### src/rtl/binary_div_seq_bi.sv
// Sequential signed restoring divider, one quotient bit per clock, truncating toward zero.
// Optional divide-by-zero short path enabled by defining DIV_ZERO_CHECK_EN.
module binary_div_seq_bi #(
  parameter int WIDTH = 4
) (
  input  logic             clk,
  input  logic             rst,
  input  logic             start,
  input  logic [WIDTH-1:0] A,
  input  logic [WIDTH-1:0] B,
  output logic [WIDTH-1:0] Q,
  output logic [WIDTH-1:0] R,
  output logic             busy,
  output logic             done,
  output logic             ovf,
  output logic             dz
);

  localparam int CW = $clog2(WIDTH);
  localparam logic [CW-1:0] CNT_LAST = CW'(WIDTH - 1);

  typedef enum logic [1:0] {S_IDLE, S_CALC, S_FIX} state_t;

  state_t           r_state;
  state_t           w_state_nx;
  logic [CW-1:0]    r_cnt;
  logic [WIDTH-1:0] r_rem;
  logic [WIDTH-1:0] r_dvd;
  logic [WIDTH:0]   r_bmag;
  logic             r_sa;
  logic             r_sq;
  logic             r_ovf_pend;
  logic [WIDTH-1:0] r_q;
  logic [WIDTH-1:0] r_r;
  logic             r_done;
  logic             r_ovf;

  logic [WIDTH-1:0] w_a_mag;
  logic [WIDTH:0]   w_b_mag;
  logic             w_a_min;
  logic             w_b_m1;
  logic [WIDTH:0]   w_rem_sh;
  logic             w_ge;
  logic [WIDTH-1:0] w_rem_sub;
  logic [WIDTH-1:0] w_rem_nx;
  logic [WIDTH-1:0] w_q_fix;
  logic [WIDTH-1:0] w_r_fix;

  assign w_a_mag   = A[WIDTH-1] ? -A : A;
  assign w_b_mag   = {1'b0, (B[WIDTH-1] ? -B : B)};
  assign w_a_min   = (A == {1'b1, {(WIDTH-1){1'b0}}});
  assign w_b_m1    = (B == {WIDTH{1'b1}});

  // The true difference is always below 2^(WIDTH-1), so the top bit can be dropped.
  assign w_rem_sh  = {r_rem, r_dvd[WIDTH-1]};
  assign w_ge      = (w_rem_sh >= r_bmag);
  assign w_rem_sub = w_rem_sh[WIDTH-1:0] - r_bmag[WIDTH-1:0];
  assign w_rem_nx  = w_ge ? w_rem_sub : w_rem_sh[WIDTH-1:0];

  // r_dvd holds the quotient magnitude after CALC, or |A| untouched on the zero-divisor path.
  assign w_q_fix   = r_sq ? -r_dvd : r_dvd;
  assign w_r_fix   = r_sa ? -r_rem : r_rem;

`ifdef DIV_ZERO_CHECK_EN
  logic w_b_zero;
  logic r_dz_pend;
  logic r_dz;
  assign w_b_zero = (B == {WIDTH{1'b0}});
  assign dz       = r_dz;
`else
  assign dz       = 1'b0;
`endif

  always_ff @(posedge clk or posedge rst) begin
    if (rst) begin
      r_state <= S_IDLE;
    end else begin
      r_state <= w_state_nx;
    end
  end

  always_comb begin
    w_state_nx = r_state;
    case (r_state)
      S_IDLE: begin
        if (start) begin
          w_state_nx = S_CALC;
`ifdef DIV_ZERO_CHECK_EN
          if (w_b_zero) w_state_nx = S_FIX;
`endif
        end
      end
      S_CALC:  if (r_cnt == '0) w_state_nx = S_FIX;
      S_FIX:   w_state_nx = S_IDLE;
      default: w_state_nx = S_IDLE;
    endcase
  end

  always_ff @(posedge clk or posedge rst) begin
    if (rst) begin
      r_cnt      <= '0;
      r_rem      <= '0;
      r_dvd      <= '0;
      r_bmag     <= '0;
      r_sa       <= 1'b0;
      r_sq       <= 1'b0;
      r_ovf_pend <= 1'b0;
      r_q        <= '0;
      r_r        <= '0;
      r_done     <= 1'b0;
      r_ovf      <= 1'b0;
`ifdef DIV_ZERO_CHECK_EN
      r_dz_pend  <= 1'b0;
      r_dz       <= 1'b0;
`endif
    end else begin
      r_done <= 1'b0;
      case (r_state)
        S_IDLE: begin
          if (start) begin
            r_dvd      <= w_a_mag;
            r_bmag     <= w_b_mag;
            r_rem      <= '0;
            r_sa       <= A[WIDTH-1];
            r_sq       <= A[WIDTH-1] ^ B[WIDTH-1];
            r_cnt      <= CNT_LAST;
            r_ovf_pend <= w_a_min & w_b_m1;
`ifdef DIV_ZERO_CHECK_EN
            r_dz_pend  <= w_b_zero;
`endif
          end
        end
        S_CALC: begin
          r_rem <= w_rem_nx;
          r_dvd <= {r_dvd[WIDTH-2:0], w_ge};
          r_cnt <= r_cnt - CW'(1);
        end
        S_FIX: begin
          r_done <= 1'b1;
          r_q    <= w_q_fix;
          r_r    <= w_r_fix;
          r_ovf  <= r_ovf_pend;
`ifdef DIV_ZERO_CHECK_EN
          r_dz   <= r_dz_pend;
          if (r_dz_pend) begin
            // Divisor sign is positive here, so w_q_fix reconstructs A.
            r_q   <= {WIDTH{1'b1}};
            r_r   <= w_q_fix;
            r_ovf <= 1'b0;
          end
`endif
        end
        default: ;
      endcase
    end
  end

  assign Q    = r_q;
  assign R    = r_r;
  assign done = r_done;
  assign ovf  = r_ovf;
  assign busy = (r_state == S_CALC) || (r_state == S_FIX);

endmodule

### config.mk
export PLATFORM = sky130hd
export DESIGN_NAME = binary_div_seq_bi
export DESIGN_NICKNAME = d
export VERILOG_FILES = /design/src/rtl/binary_div_seq_bi.sv
export SDC_FILE = /design/constraint.sdc
export NUM_CORES = 1
export LEC_CHECK = 0
export CAP_MARGIN = 15
export CORE_MARGIN = 5
export CORE_UTILIZATION = 58
export CTS_CLUSTER_DIAMETER = 30
export DETAILED_ROUTE_END_ITERATION = 16
export PLACE_DENSITY = 0.94
export SYNTH_ARGS = -nofsm -noshare
export SYNTH_HDL_FRONTEND = slang
export SYNTH_SLANG_ARGS = --single-unit
export TNS_END_PERCENT = 5
### constraint.sdc
create_clock -name clk -period 5.3 [get_ports clk]
set_clock_uncertainty 0.05 [all_clocks]
set_input_delay 0.53 -clock clk [delete_from_list [all_inputs] [get_ports clk]]
set_output_delay 0.53 -clock clk [all_outputs]
set_load 0.1 [all_outputs]
Word level (Yosys, flattened, before mapping). Cells that the tools add are included.

Output and inout bits: 12. Bits of input ports: 11. Flip-flop bits (word level): 29. Word-level logic and storage cells: 49.

Bitwise logic cells: 2. Order comparisons: 1. Muxes and demuxes: 15. Add/sub/neg operators: 6. Equal/unequal tests: 6. Reductions and logical operators: 7.

Operators by type and width (count): $mux W4 (7); $neg A4 Y4 (4); $pmux W4 S2 (2); $eq A4 B4 Y1 const B (2); $pmux W2 S2 (2); $mux W2 (3); $reduce_and A2 Y1 (3); $ge A5 B4 Y1 (1); $logic_not A2 Y1 (2); $ne A2 B2 Y1 const B (2); $sub A4 B4 Y4 (1); $eq A2 B1 Y1 const B (1); $eq A2 B2 Y1 const B (1); $reduce_bool A2 Y1 (1); $sub A2 B1 Y2 const B (1); $and A1 B1 Y1 (1); $logic_or A1 B1 Y1 (1); $mux W1 (1); $xor A1 B1 Y1 (1).

Longest topological paths before layout. Gate-level depths: netlist of the first run.

Word-level depth: 4. Mapped depth: 7. Mapped depth without buffers: 7.

Worst setup path after synthesis of the first run. Ideal clock, no wire load.

Path type: flip-flop to flip-flop. From: register r_dvd[3]. To: register r_rem[0]. Period minus slack after synthesis: 1.905 ns. Setup time: 0.122 ns. Arrival time: 1.733 ns. Buffers on the path: 0. Data required time: 5.128 ns. Cell stages (with the launch flop): 7. Slack: 3.395 ns. Path through: dfrtp_1 inv_1 ha_1 nand2b_1 a2111o_1 a21o_1 a32o_1.

Longest elaborated chain between the ends: 3. Elaborated cells between the ends (all ways): 4. Classes of those cells: add/sub (1); order compare (1); mux (2).

RTL lines: start, declared (line 28) `logic [WIDTH-1:0] r_dvd;`; start signal, assigned (line 121) `r_dvd <= w_a_mag;`; start signal, assigned (line 135) `r_dvd <= {r_dvd[WIDTH-2:0], w_ge};`; $sub A4 B4 Y4 / $ge A5 B4 Y1 (equally long branches) (line 57, 56); $mux W4 * (line 58) `assign w_rem_nx = w_ge ? w_rem_sub : w_rem_sh[WIDTH-1:0];`; $pmux W4 S2 * (line 118) `case (r_state)`; end signal, assigned (line 134) `r_rem <= w_rem_nx;`; end, declared (line 27) `logic [WIDTH-1:0] r_rem;`.

Every way passes the cells marked *; elsewhere a longest branch is shown, timed or not. A chain may end at the register's enable or synchronous reset.

Worst setup path after layout of the first run.
From: register r_state[0]. To: output port busy.

Longest elaborated chain between the ends: 2. Elaborated cells between the ends (all ways): 3. Classes of those cells: eq/ne (2); reduce/logical (1).

RTL lines: start, declared (line 24) `state_t r_state;`; start signal, assigned (line 78) `r_state <= w_state_nx;`; $eq A2 B1 Y1 / $eq A2 B2 Y1 (equally long branches) (line 162) `assign busy = (r_state == S_CALC) || (r_state == S_FIX);`; $logic_or A1 B1 Y1 * (line 162); end, declared (line 13) `output logic busy,`.

Marked as above.

==> results by stage, run 1 <==
STA:
- The worst pin sits at a relative slew slack of 0.349.
- Based on the critical path, the design can be clocked at up to 0.357 GHz.
- The number of setup violations in the final report is 0.
- The transition time at the pin with the least slew margin is 0.973 ns.
- The number of pins with negative max-slew slack in the final report is 0.
- Dividing the final minimum period by the clock period gives 0.528.
- Setup slack closes at 2.50 ns.
- The minimum clock period after layout is 2.80 ns.
- Setup repair after global routing left no endpoint under its margin.
- After routing, the total negative slack on setup checks comes to 0 ns.
- The number of endpoints with negative hold slack in the final report was 0.

GRT:
- Entering global routing, the biggest net connects 30 pins.
- The number of global-route vias before repair is 1325.
- The aggregate global-route resource usage is 0.188.
- The overflow left after global routing is 0.
- The number of antenna violations at the first check in global routing is 0.
- The first-pass GRT wire length is 5.95 mm.

Synth:
- After synthesis, the mean cell area works out to 9.58 sq um.
- In the synthesized netlist, the cells that appear most often are sky130_fd_sc_hd__dfrtp_1 (29), sky130_fd_sc_hd__inv_1 (21), sky130_fd_sc_hd__a21oi_1 (14), sky130_fd_sc_hd__nand2_1 (14), sky130_fd_sc_hd__ha_1 (13).
- Synthesis instantiated 37 different standard cells from the library.
- The async set or reset register ratio after synthesis is 1.00.
- Of the post-synthesis cell area, the part taken by muxes is 0.0563.
- The cell area that synthesis handed to floorplanning was 1670 sq um.
- Sorting the synthesized cells by area gives the leading types as sky130_fd_sc_hd__dfrtp_1 (44%), sky130_fd_sc_hd__ha_1 (9.8%), sky130_fd_sc_hd__inv_1 (4.7%), sky130_fd_sc_hd__a21oi_1 (4.2%), sky130_fd_sc_hd__mux2i_1 (3.6%).
- The Yosys step of the flow raised 0 warnings.
- Of the total synthesized cell area, the portion taken by XOR and XNOR cells is 0.0368.
- The compound-gate portion of the synthesized area is 0.159.
- The share of synthesized area in the top cell type comes to 0.435.
- The number of nets in the synthesized netlist is 199.
- Of the total synthesized cell area, the portion taken by full adders, half adders and majority gates is 0.110.
- Synthesis inferred 29 register bits.
- Among all flip-flop cells after synthesis, the most frequent one is sky130_fd_sc_hd__dfrtp_1.
- The largest area contributor in the synthesized netlist is sky130_fd_sc_hd__dfrtp_1.
- In the synthesized netlist, the number of instances is 174.
- After synthesis, the largest family of logic cells by area is compound AO/OA/AOI/OAI gates.
- The synthesized design contains 0 enable-type register cells.
- The share of the yosys chip area belonging to registers is 0.435.
- Yosys instantiated no cell more often than sky130_fd_sc_hd__dfrtp_1.
- Of the total synthesized cell area, the portion taken by AND, OR, NAND and NOR gates is 0.135.

Setup path:
- The startpoint identified for the worst register-to-register timing path is r_dvd[3].
- The data arrival time of the critical path is 2.22 ns.
- For flop-to-flop paths, the worst setup slack is 3.19 ns.
- The kind of launch point of the worst setup path is a register.
- The critical path required time is 4.72 ns.
- The endpoint identified for the worst register-to-register timing path is r_rem[0].
- The classification of the worst setup path is register to output port.
- The worst-path maximum fanout is 3.
- Counting cells, the worst reg-to-reg path comes to 6.
- STA classifies the critical path endpoint as an output port.

Drt:
- The count of TritonRoute iterations in the first routing pass is 4.
- Using the TritonRoute via totals, the vias-per-cell ratio works out to 5.70.
- The number of remaining DRC errors is 0.
- The total wirelength of the detailed-routed design is 3.37 mm.
- In this run the remaining antenna-violating nets after routing total 0.
- The DRC violation total after the first TritonRoute iteration is 56.
- The total via count after detailed routing is 1311.
- The routed wirelength normalized by instance count is 14.7 um.

Floorplan:
- The die is 63.6 um tall.
- The row count is 19.
- The die outline width is 63.6 um.
- The die outline area is 4050 sq um.
- The initial utilization of the core area, before any placement, comes to 0.604.
- The I/O pin total is 23.
- The area of the core is 2760 sq um.

CTS:
- The total clock buffers created by CTS is 5.
- The library cell used as clock root buffer is sky130_fd_sc_hd__clkbuf_4.
- The post-CTS setup repair buffer count is 0.
- Post-CTS repair changed the size of 0 cells.
- The longest clock path from root to sink contains 2 buffers.
- After clock tree synthesis, the flow added hold-fix buffers numbering 0.
- CTS built an H-tree with a depth of 2.
- The clock edge transition at the registers on the reported setup and hold paths is 0.10 ns.
- Clock latency on the worst-skew pair, taken at its later pin, is 0.34 ns.
- The clock sink count is 29.
- TritonCTS built the clock tree.

Placement:
- OpenSTA, run right after detailed placement, puts the worst setup slack at 2.88 ns.
- Once detailed placement completed, the half-perimeter wirelength came to 2.62 mm.
- The routability congestion estimate from global placement is 0.908.
- The total of buffers placed on input and output ports is 21.

Final layout:
- The relative area change from synthesis to final layout is 19.4%.
- In the final design database the tool counted 223 nets.
- The number of antenna cells inserted is 0.
- Of the cells placed in the final design, the portion with a size suffix greater than 1 is 0.0754.
- The share of the core filled with cells is 0.722.

Flow run:
- The number of maximum-capacitance constraint violations is 0.

Status:
- The run finished with clean final reports.

Hold path:
- The worst hold path belongs to the class input pin to asynchronous set/reset pin.
==> metrics by stage <==
step | instance area [sq um] | hold WS, ns | cells
2_1_floorplan | 1670 | 0.388 | 174
3_3_place_gp | 1890 | 0.411 | 221
3_5_place_dp | 1890 | 0.431 | 221
4_1_cts | 1960 | 0.444 | 229
5_1_grt | 1990 | 0.446 | 230
6_report | 1990 | 0.432 | 230
==> metal layers <==
metal  share of wire  GRT usage  vias to the layer above  routed length [um]
met3           0.054     0.0710                        9                 181
met2            0.50      0.306                       39                1690
li1                -          -                      638                   -
met1            0.42      0.225                      625                1420
met4           0.022     0.0701                        0                  74
met5               0          0                        -                   0
==> worst max path at each step <==
stage / startpoint / to / cells past startpoint
detailed placement: r_state[0] / busy / 3
global route: r_state[1] / busy / 3
global placement: r_state[0] / busy / 3
CTS: r_state[0] / busy / 3
floorplan: r_dvd[3] / r_rem[0] / 6
finish: r_state[0] / busy / 3
==> sequential cells by signal, indices dropped and copies added, names as in the netlist, 2 cells and up <==
register	cells
r_state	2
r_rem	4
r_bmag	4
r_dvd	4
Q	4
R	4
r_cnt	2
==> worst max-delay path, stage by stage (launching register included) <==
cell                              delay [ns]
sky130_fd_sc_hd__dfrtp_1                0.39
sky130_fd_sc_hd__inv_1                  0.08
sky130_fd_sc_hd__ha_1                   0.28
sky130_fd_sc_hd__clkdlybuf4s50_1        1.13
==> layout make-up <==
class	instances	area [sq um]
fill	210	767
clock buffer	7	65.1
clock inverter	1	5.00
timing repair buffer	23	245
inverter	21	78.8
multi-input combinational	118	832
tap	31	38.8
sequential	29	726
==> cell usage in the layout (no fill, tap or decap), types with 2 or more instances in the layout <==
cell,n
sky130_fd_sc_hd__a32o_1,3
sky130_fd_sc_hd__clkbuf_8,2
sky130_fd_sc_hd__mux2i_1,6
sky130_fd_sc_hd__nor2_1,12
sky130_fd_sc_hd__nand2b_1,4
sky130_fd_sc_hd__nand2_1,14
sky130_fd_sc_hd__inv_1,21
sky130_fd_sc_hd__nand3_1,3
sky130_fd_sc_hd__nor2b_1,3
sky130_fd_sc_hd__clkbuf_4,5
sky130_fd_sc_hd__mux2_2,3
sky130_fd_sc_hd__a21oi_1,14
sky130_fd_sc_hd__nor3_1,2
sky130_fd_sc_hd__a21o_1,3
sky130_fd_sc_hd__xnor2_1,6
sky130_fd_sc_hd__o21ai_0,10
sky130_fd_sc_hd__o31ai_1,3
sky130_fd_sc_hd__dfrtp_1,29
sky130_fd_sc_hd__clkdlybuf4s50_1,21
sky130_fd_sc_hd__nand3b_1,2
sky130_fd_sc_hd__ha_1,13
==> kinds of logic (layout without fill, tap and decap cells) <==
| family | after synthesis | count (layout) |
|---|---|---|
| fa+ha+maj | 14 | 14 |
| compound gates | 41 | 41 |
| other cells | 1 | 1 |
| buf+inv | 27 | 52 |
| xor+xnor | 7 | 7 |
| mux | 9 | 9 |
| flops | 29 | 29 |
| simple gates | 46 | 46 |
Power of run 1 is not shown: default switching activity piles up to over one toggle a cycle in this logic, so the estimate is an artifact.
==> run 2, diff against run 1 <==
--- a/config.mk
+++ b/config.mk
@@ -7,10 +7,10 @@
 export LEC_CHECK = 0
 export CAP_MARGIN = 15
 export CORE_MARGIN = 5
-export CORE_UTILIZATION = 58
+export CORE_UTILIZATION = 54
 export CTS_CLUSTER_DIAMETER = 30
 export DETAILED_ROUTE_END_ITERATION = 16
-export PLACE_DENSITY = 0.94
+export PLACE_DENSITY = 0.89
 export SYNTH_ARGS = -nofsm -noshare
 export SYNTH_HDL_FRONTEND = slang
 export SYNTH_SLANG_ARGS = --single-unit
==> constraint.sdc (replaced) <==
create_clock -name clk -period 2.84 [get_ports clk]
set_clock_uncertainty 0.05 [all_clocks]
set_input_delay 0.284 -clock clk [delete_from_list [all_inputs] [get_ports clk]]
set_output_delay 0.284 -clock clk [all_outputs]
set_load 0.1 [all_outputs]
==> run 2 against run 1 <==
Net effect: register-to-register slack lost 2.4 ns; non-clock buffer count is the same; final cell count grew 0.87%; global-route usage shrank 0.29 points; first-iteration DRC count shrank 11%; setup slack lost 1.7 ns; critical path type is now register to register; critical endpoint is now r_rem[1]; largest cell class unchanged; highest routed layer unchanged.
==> results by stage, run 2 (same netlist as run 1, synthesis figures left out) <==
CTS:
- Gates resized during post-CTS repair numbered 0.
- The hold buffer count at cts is 0.
- The total clock buffers created by CTS is 5.
- TritonCTS built the clock tree.
- The number of buffers on the longest clock path is 2.
- The clock edge transition at the registers on the reported setup and hold paths is 0.09 ns.
- In this run the post-CTS setup repair buffer count came out at 0.
- The clock latency on the worst-skew pair is 0.32 ns.
- The cell sitting at the root of the clock tree is a sky130_fd_sc_hd__clkbuf_4.
- The H-tree was split into 2 levels.
- The tree built by TritonCTS fans out to 29 sinks.

Placement:
- OpenSTA, run right after detailed placement, puts the worst setup slack at 0.808 ns.
- The count of buffers added on input and output ports is 21.
- The routability congestion estimate from global placement is 0.924.
- The detailed placer's ending HPWL is 2.61 mm.

Setup path:
- The critical path endpoint category is a register.
- For the worst setup path, the data required time is 3.00 ns.
- The critical path is of the register to register type.
- The worst-path maximum fanout is 7.
- The data arrival time of the critical path is 2.25 ns.
- The worst setup path is launched from a register.

STA:
- The worst path meets setup with 0.755 ns of slack.
- The number of pins with negative max-slew slack in the final report is 0.
- Static timing analysis puts the maximum clock frequency at 0.480 GHz.
- In the finished design, the share of the clock period the worst path needs comes to 0.734.
- The number of endpoints with negative hold slack in the final report came to 0.
- The routed design could run at a clock period as short as 2.08 ns.
- Summed over all failing endpoints, the final setup total negative slack is 0 ns.
- Setup repair after global routing left no endpoint under its margin.
- For the pin with the worst max-slew slack, the measured transition is 0.633 ns.
- The worst pin sits at a relative slew slack of 0.574.
- Setup violations remaining at the end of the flow were counted as 0.

Final layout:
- In the final layout, the share of cells above drive strength 1 is 0.131.
- In the final design database the tool counted 223 nets.
- The number of antenna diodes in the final layout is 0.
- The leading cell type in the layout, fill and taps excluded is sky130_fd_sc_hd__dfrtp_1.
- From synthesis to final layout, the design area changed by 16.7%.
- In the layout the commonest cells are sky130_fd_sc_hd__dfrtp_1 (29), sky130_fd_sc_hd__inv_1 (21), sky130_fd_sc_hd__nand2_1 (14), sky130_fd_sc_hd__a21oi_1 (14).

Hold path:
- The tightest min-delay check is of the input pin to asynchronous set/reset pin type.

Drt:
- The routed wirelength normalized by instance count is 14.8 um.
- After detailed routing, the total wire length is 3.44 mm.
- The count of TritonRoute iterations in the first routing pass is 4.
- The via density per instance is 5.54.
- In the routed design, unresolved DRC markers number 0.
- Once detail routing completed, the nets flagged for antenna violations numbered 0.
- For this block, the initial DRC count from the detailed router was 50.
- The total via count after detailed routing is 1286.

Floorplan:
- 23 I/O pins were placed.
- The die outline width is 65.6 um.
- Measured along the y axis, the die boundary spans 65.6 um.
- The area of the core is 3000 sq um.
- Row generation in the floorplan step produced 20 rows.
- The die covers 4300 sq um.
- The initial standard-cell utilization of the core is 0.555.

GRT:
- The total overflow left after global routing is 0.
- The pin count of the biggest net entering global routing is 30.
- The first global-routing pass estimated 6.10 mm of wire.
- The number of antenna violations at the first check in global routing came to 0.
- The number of global-route vias before repair is 1322.
- The aggregate global-route resource usage is 0.186.

Status:
- The flow ran to the end, and the final reports show no timing, DRC or antenna violations.

Flow run:
- Max-cap violations in this run came to 0.
## run 2: cell count changes in the layout (fill, tap and decap cells not counted), sizes merged
cell           change
buf               +11
clkdlybuf4s50     -11
## run 2: path summary, 6_finish.rpt
kind                           from  endpoint  slack, ns  cells past startpoint
setup / recovery           r_dvd[3]  r_rem[1]       0.76                      6
setup reg to reg           r_dvd[3]  r_rem[1]       0.76                      6
min in group clk           r_cnt[0]  r_cnt[0]       0.44                      1
max in group asynchronous       rst      R[2]       2.20                      3
hold reg to reg            r_cnt[0]  r_cnt[0]       0.44                      1
hold / removal                  rst      Q[0]       0.27                      3
## run 2: layout make-up
cell class | count | area, sq um
clock inverter | 1 | 5.00
fill | 241 | 1060
tap | 33 | 41.3
clock buffer | 7 | 65.1
timing repair buffer | 23 | 198
sequential | 29 | 726
multi-input combinational | 118 | 832
inverter | 21 | 78.8
## run 2: metrics by stage
| step | cell area, sq um | hold slack, ns | util | cells |
|---|---|---|---|---|
| finish | 1950 | 0.270 | 0.648 | 232 |
| floorplan | 1670 | 0.312 | - | 174 |
| global route | 1950 | 0.306 | 0.648 | 232 |
| CTS | 1950 | 0.263 | 0.648 | 232 |
| global placement | 1880 | 0.416 | 0.625 | 224 |
| detailed placement | 1880 | 0.433 | 0.625 | 224 |
## run 2: layer usage
| layer | part of all wire | global-route usage |
|---|---|---|
| met2 | 0.49 | 0.322 |
| met1 | 0.45 | 0.229 |
| met4 | 0.015 | 0.0622 |
| met3 | 0.036 | 0.0359 |
| met5 | 0 | 0 |
## run 2: critical path: stages, from the launching register on
cell and delay [ns]:
sky130_fd_sc_hd__dfrtp_1 0.38, sky130_fd_sc_hd__inv_1 0.07, sky130_fd_sc_hd__ha_1 0.31, sky130_fd_sc_hd__nand2b_1 0.17
sky130_fd_sc_hd__a2111o_1 0.53, sky130_fd_sc_hd__a21o_1 0.20, sky130_fd_sc_hd__a32o_1 0.25
Power of run 2 is left out for the same reason.
==> run 3, diff against run 2 <==
--- a/config.mk
+++ b/config.mk
@@ -7,10 +7,10 @@
 export LEC_CHECK = 0
 export CAP_MARGIN = 15
 export CORE_MARGIN = 5
-export CORE_UTILIZATION = 54
+export CORE_UTILIZATION = 49
 export CTS_CLUSTER_DIAMETER = 30
 export DETAILED_ROUTE_END_ITERATION = 16
-export PLACE_DENSITY = 0.89
+export PLACE_DENSITY = 0.85
 export SYNTH_ARGS = -nofsm -noshare
 export SYNTH_HDL_FRONTEND = slang
 export SYNTH_SLANG_ARGS = --single-unit
==> constraint.sdc (replaced) <==
create_clock -name clk -period 1.8 [get_ports clk]
set_clock_uncertainty 0.05 [all_clocks]
set_input_delay 0.18 -clock clk [delete_from_list [all_inputs] [get_ports clk]]
set_output_delay 0.18 -clock clk [all_outputs]
set_load 0.1 [all_outputs]
==> run 3 against run 2 <==
Net effect: the flow now finishes with violations (negative setup slack); first-iteration DRC count is 38% higher; critical path depth shrank 1; routed wire length is 0.12% higher; setup slack got worse by 0.80 ns; die area is 8.6% higher; hold slack got worse by 0.12 ns; flip-flop and latch count unchanged; non-clock buffer count increased by 16; via count up 5.5%; count of clock-buffer cells in the layout down 2.
==> results by stage, run 3 (same netlist as run 1, synthesis figures left out) <==
CTS:
- The total clock buffers created by CTS is 5.
- After clock tree synthesis, the clock-pin slew on the worst setup and hold paths is 0.10 ns.
- The CTS tree is yes.
- The hold buffer count at cts is 0.
- The clock sink count is 29.
- No sink is reached through more buffers than the 2 on the longest clock path.
- The clock reaches the later pin of the worst-skew pair after 0.33 ns.
- CTS built an H-tree with a depth of 2.
- CTS placed an instance of sky130_fd_sc_hd__clkbuf_4 at the clock tree root.

Final layout:
- The final layout net count is 239.
- From synthesis to final layout, the design area changed by 28.8%.
- The share of layout cells above drive strength 1 is 0.209.
- The number of antenna cells inserted is 0.
- Leaving out fill and tap cells, the most frequent cell in the layout is sky130_fd_sc_hd__dfrtp_1.
- In the layout the commonest cells are sky130_fd_sc_hd__dfrtp_1 (29), sky130_fd_sc_hd__buf_4 (28), sky130_fd_sc_hd__inv_1 (20).
- The final cell area excluding filler cells is 2150 sq um.

STA:
- Setup repair after global routing could not meet its margin everywhere.
- Setup violations remaining at the end of the flow were counted as 2.
- The number of pins with negative max-slew slack in the final report was 0.
- Setup slack on the critical path of the routed design comes to -0.0479 ns.
- The number of endpoints with negative hold slack in the final report is 0.
- The worst hold slack across all endpoints is 0.155 ns.
- After layout, the minimum clock period comes to 1.85 ns.
- The top achievable clock speed is 0.541 GHz.
- In the finished design, the share of the clock period the worst path needs comes to 1.03.

Floorplan:
- In this run the core area contains 21 standard-cell rows.
- The initial standard-cell utilization of the core is 0.503.
- The die outline area is 4670 sq um.
- The die outline width is 68.3 um.
- For this design the top-level I/O count stands at 23.
- The area of the core is 3310 sq um.
- The floorplan die height is 68.3 um.

GRT:
- The first-pass GRT wire length is 6.11 mm.
- The number of global-route vias before repair came to 1370.
- The pin count of the biggest net entering global routing is 30.
- For this run, the total global-route usage over all layers was measured as 0.180.
- The number of antenna violations at the first check in global routing is 0.
- The total overflow left after global routing is 0.

Placement:
- Summing all placed instances gives a cell area of 2040 sq um.
- The count of buffers added on input and output ports is 21.
- The detailed placer's ending HPWL is 2.65 mm.
- The congestion estimate from routability-driven global placement came to 0.889.

Hold path:
- The worst hold path belongs to the class input pin to asynchronous set/reset pin.

Setup path:
- At the worst endpoint, the required time is 1.97 ns.
- By startpoint and endpoint, the worst setup path is classified as register to register.
- The data arrival time of the critical path is 2.02 ns.
- The kind of launch point of the worst setup path is a register.
- Counting cells, the worst reg-to-reg path comes to 5.
- The worst setup path is captured at a register.
- In this run the worst path has a maximum fanout of 5.
- In this run the register-to-register setup slack is -0.05 ns.

Drt:
- The count of TritonRoute iterations in the first routing pass is 4.
- Once detail routing completed, the nets flagged for antenna violations numbered 0.
- Detailed routing inserted a total of 1357 vias.
- The total wirelength of the detailed-routed design is 3.44 mm.
- In the final routed layout, each cell accounts on average for 13.2 um.
- The DRC violation total after the first TritonRoute iteration is 69.
- The number of remaining DRC errors is 0.
- The via density per instance is 5.20.

Status:
- The flow ran to the end, but the final reports show violations.
- The final reports fail on negative setup slack.

Flow run:
- Across the run, the number of max-cap violations was 0.
## run 3: what timing repair did
action                     CTS  global route
gates resized for setup      0             1
setup buffers                1             0
setup endpoints to repair    2             4
## run 3: through the flow
stage	TNS, ns	cells	utilization	worst slack (ns)
2_1_floorplan	0	174	-	0.00139
3_3_place_gp	0	252	0.615	0.0310
3_5_place_dp	-0.00875	252	0.615	-0.00747
4_1_cts	-0.0665	261	0.649	-0.0417
5_1_grt	-0.321	261	0.649	-0.133
6_report	-0.0779	261	0.649	-0.0479
## run 3: path summary, 6_finish.rpt
kind	startpoint	endpoint
worst min register to register	r_cnt[0]	r_cnt[0]
worst min-delay path	rst	r_dvd[2]
worst max-delay path	r_bmag[0]	r_rem[0]
min in group clk	r_cnt[0]	r_cnt[0]
max in group asynchronous	rst	r_rem[0]
worst max register to register	r_bmag[0]	r_rem[0]
## run 3: cell type report
class	instances	area (sq um)
fillers	288	1160
multi-input cells	118	852
flip-flops and latches	29	726
repair buffers	39	330
inverters	21	78.8
clock inverters	3	65.1
well taps	46	57.6
clock buffers	5	37.5
## run 3: metal layers
metal | track usage | vias to the layer above | routed length (um)
li1 | - | 678 | -
met1 | 0.231 | 627 | 1540
met2 | 0.288 | 47 | 1620
met3 | 0.0361 | 5 | 235
met4 | 0.0893 | 0 | 45
met5 | 0 | - | 0
## run 3: worst max-delay path, cell delays in order (launching register included)
cell and delay [ns]:
sky130_fd_sc_hd__dfrtp_1 0.42, sky130_fd_sc_hd__ha_4 0.25, sky130_fd_sc_hd__nand2b_4 0.13, sky130_fd_sc_hd__a2111o_1 0.43
sky130_fd_sc_hd__a21o_1 0.19, sky130_fd_sc_hd__a32o_1 0.26
Power of run 3 is left out for the same reason.
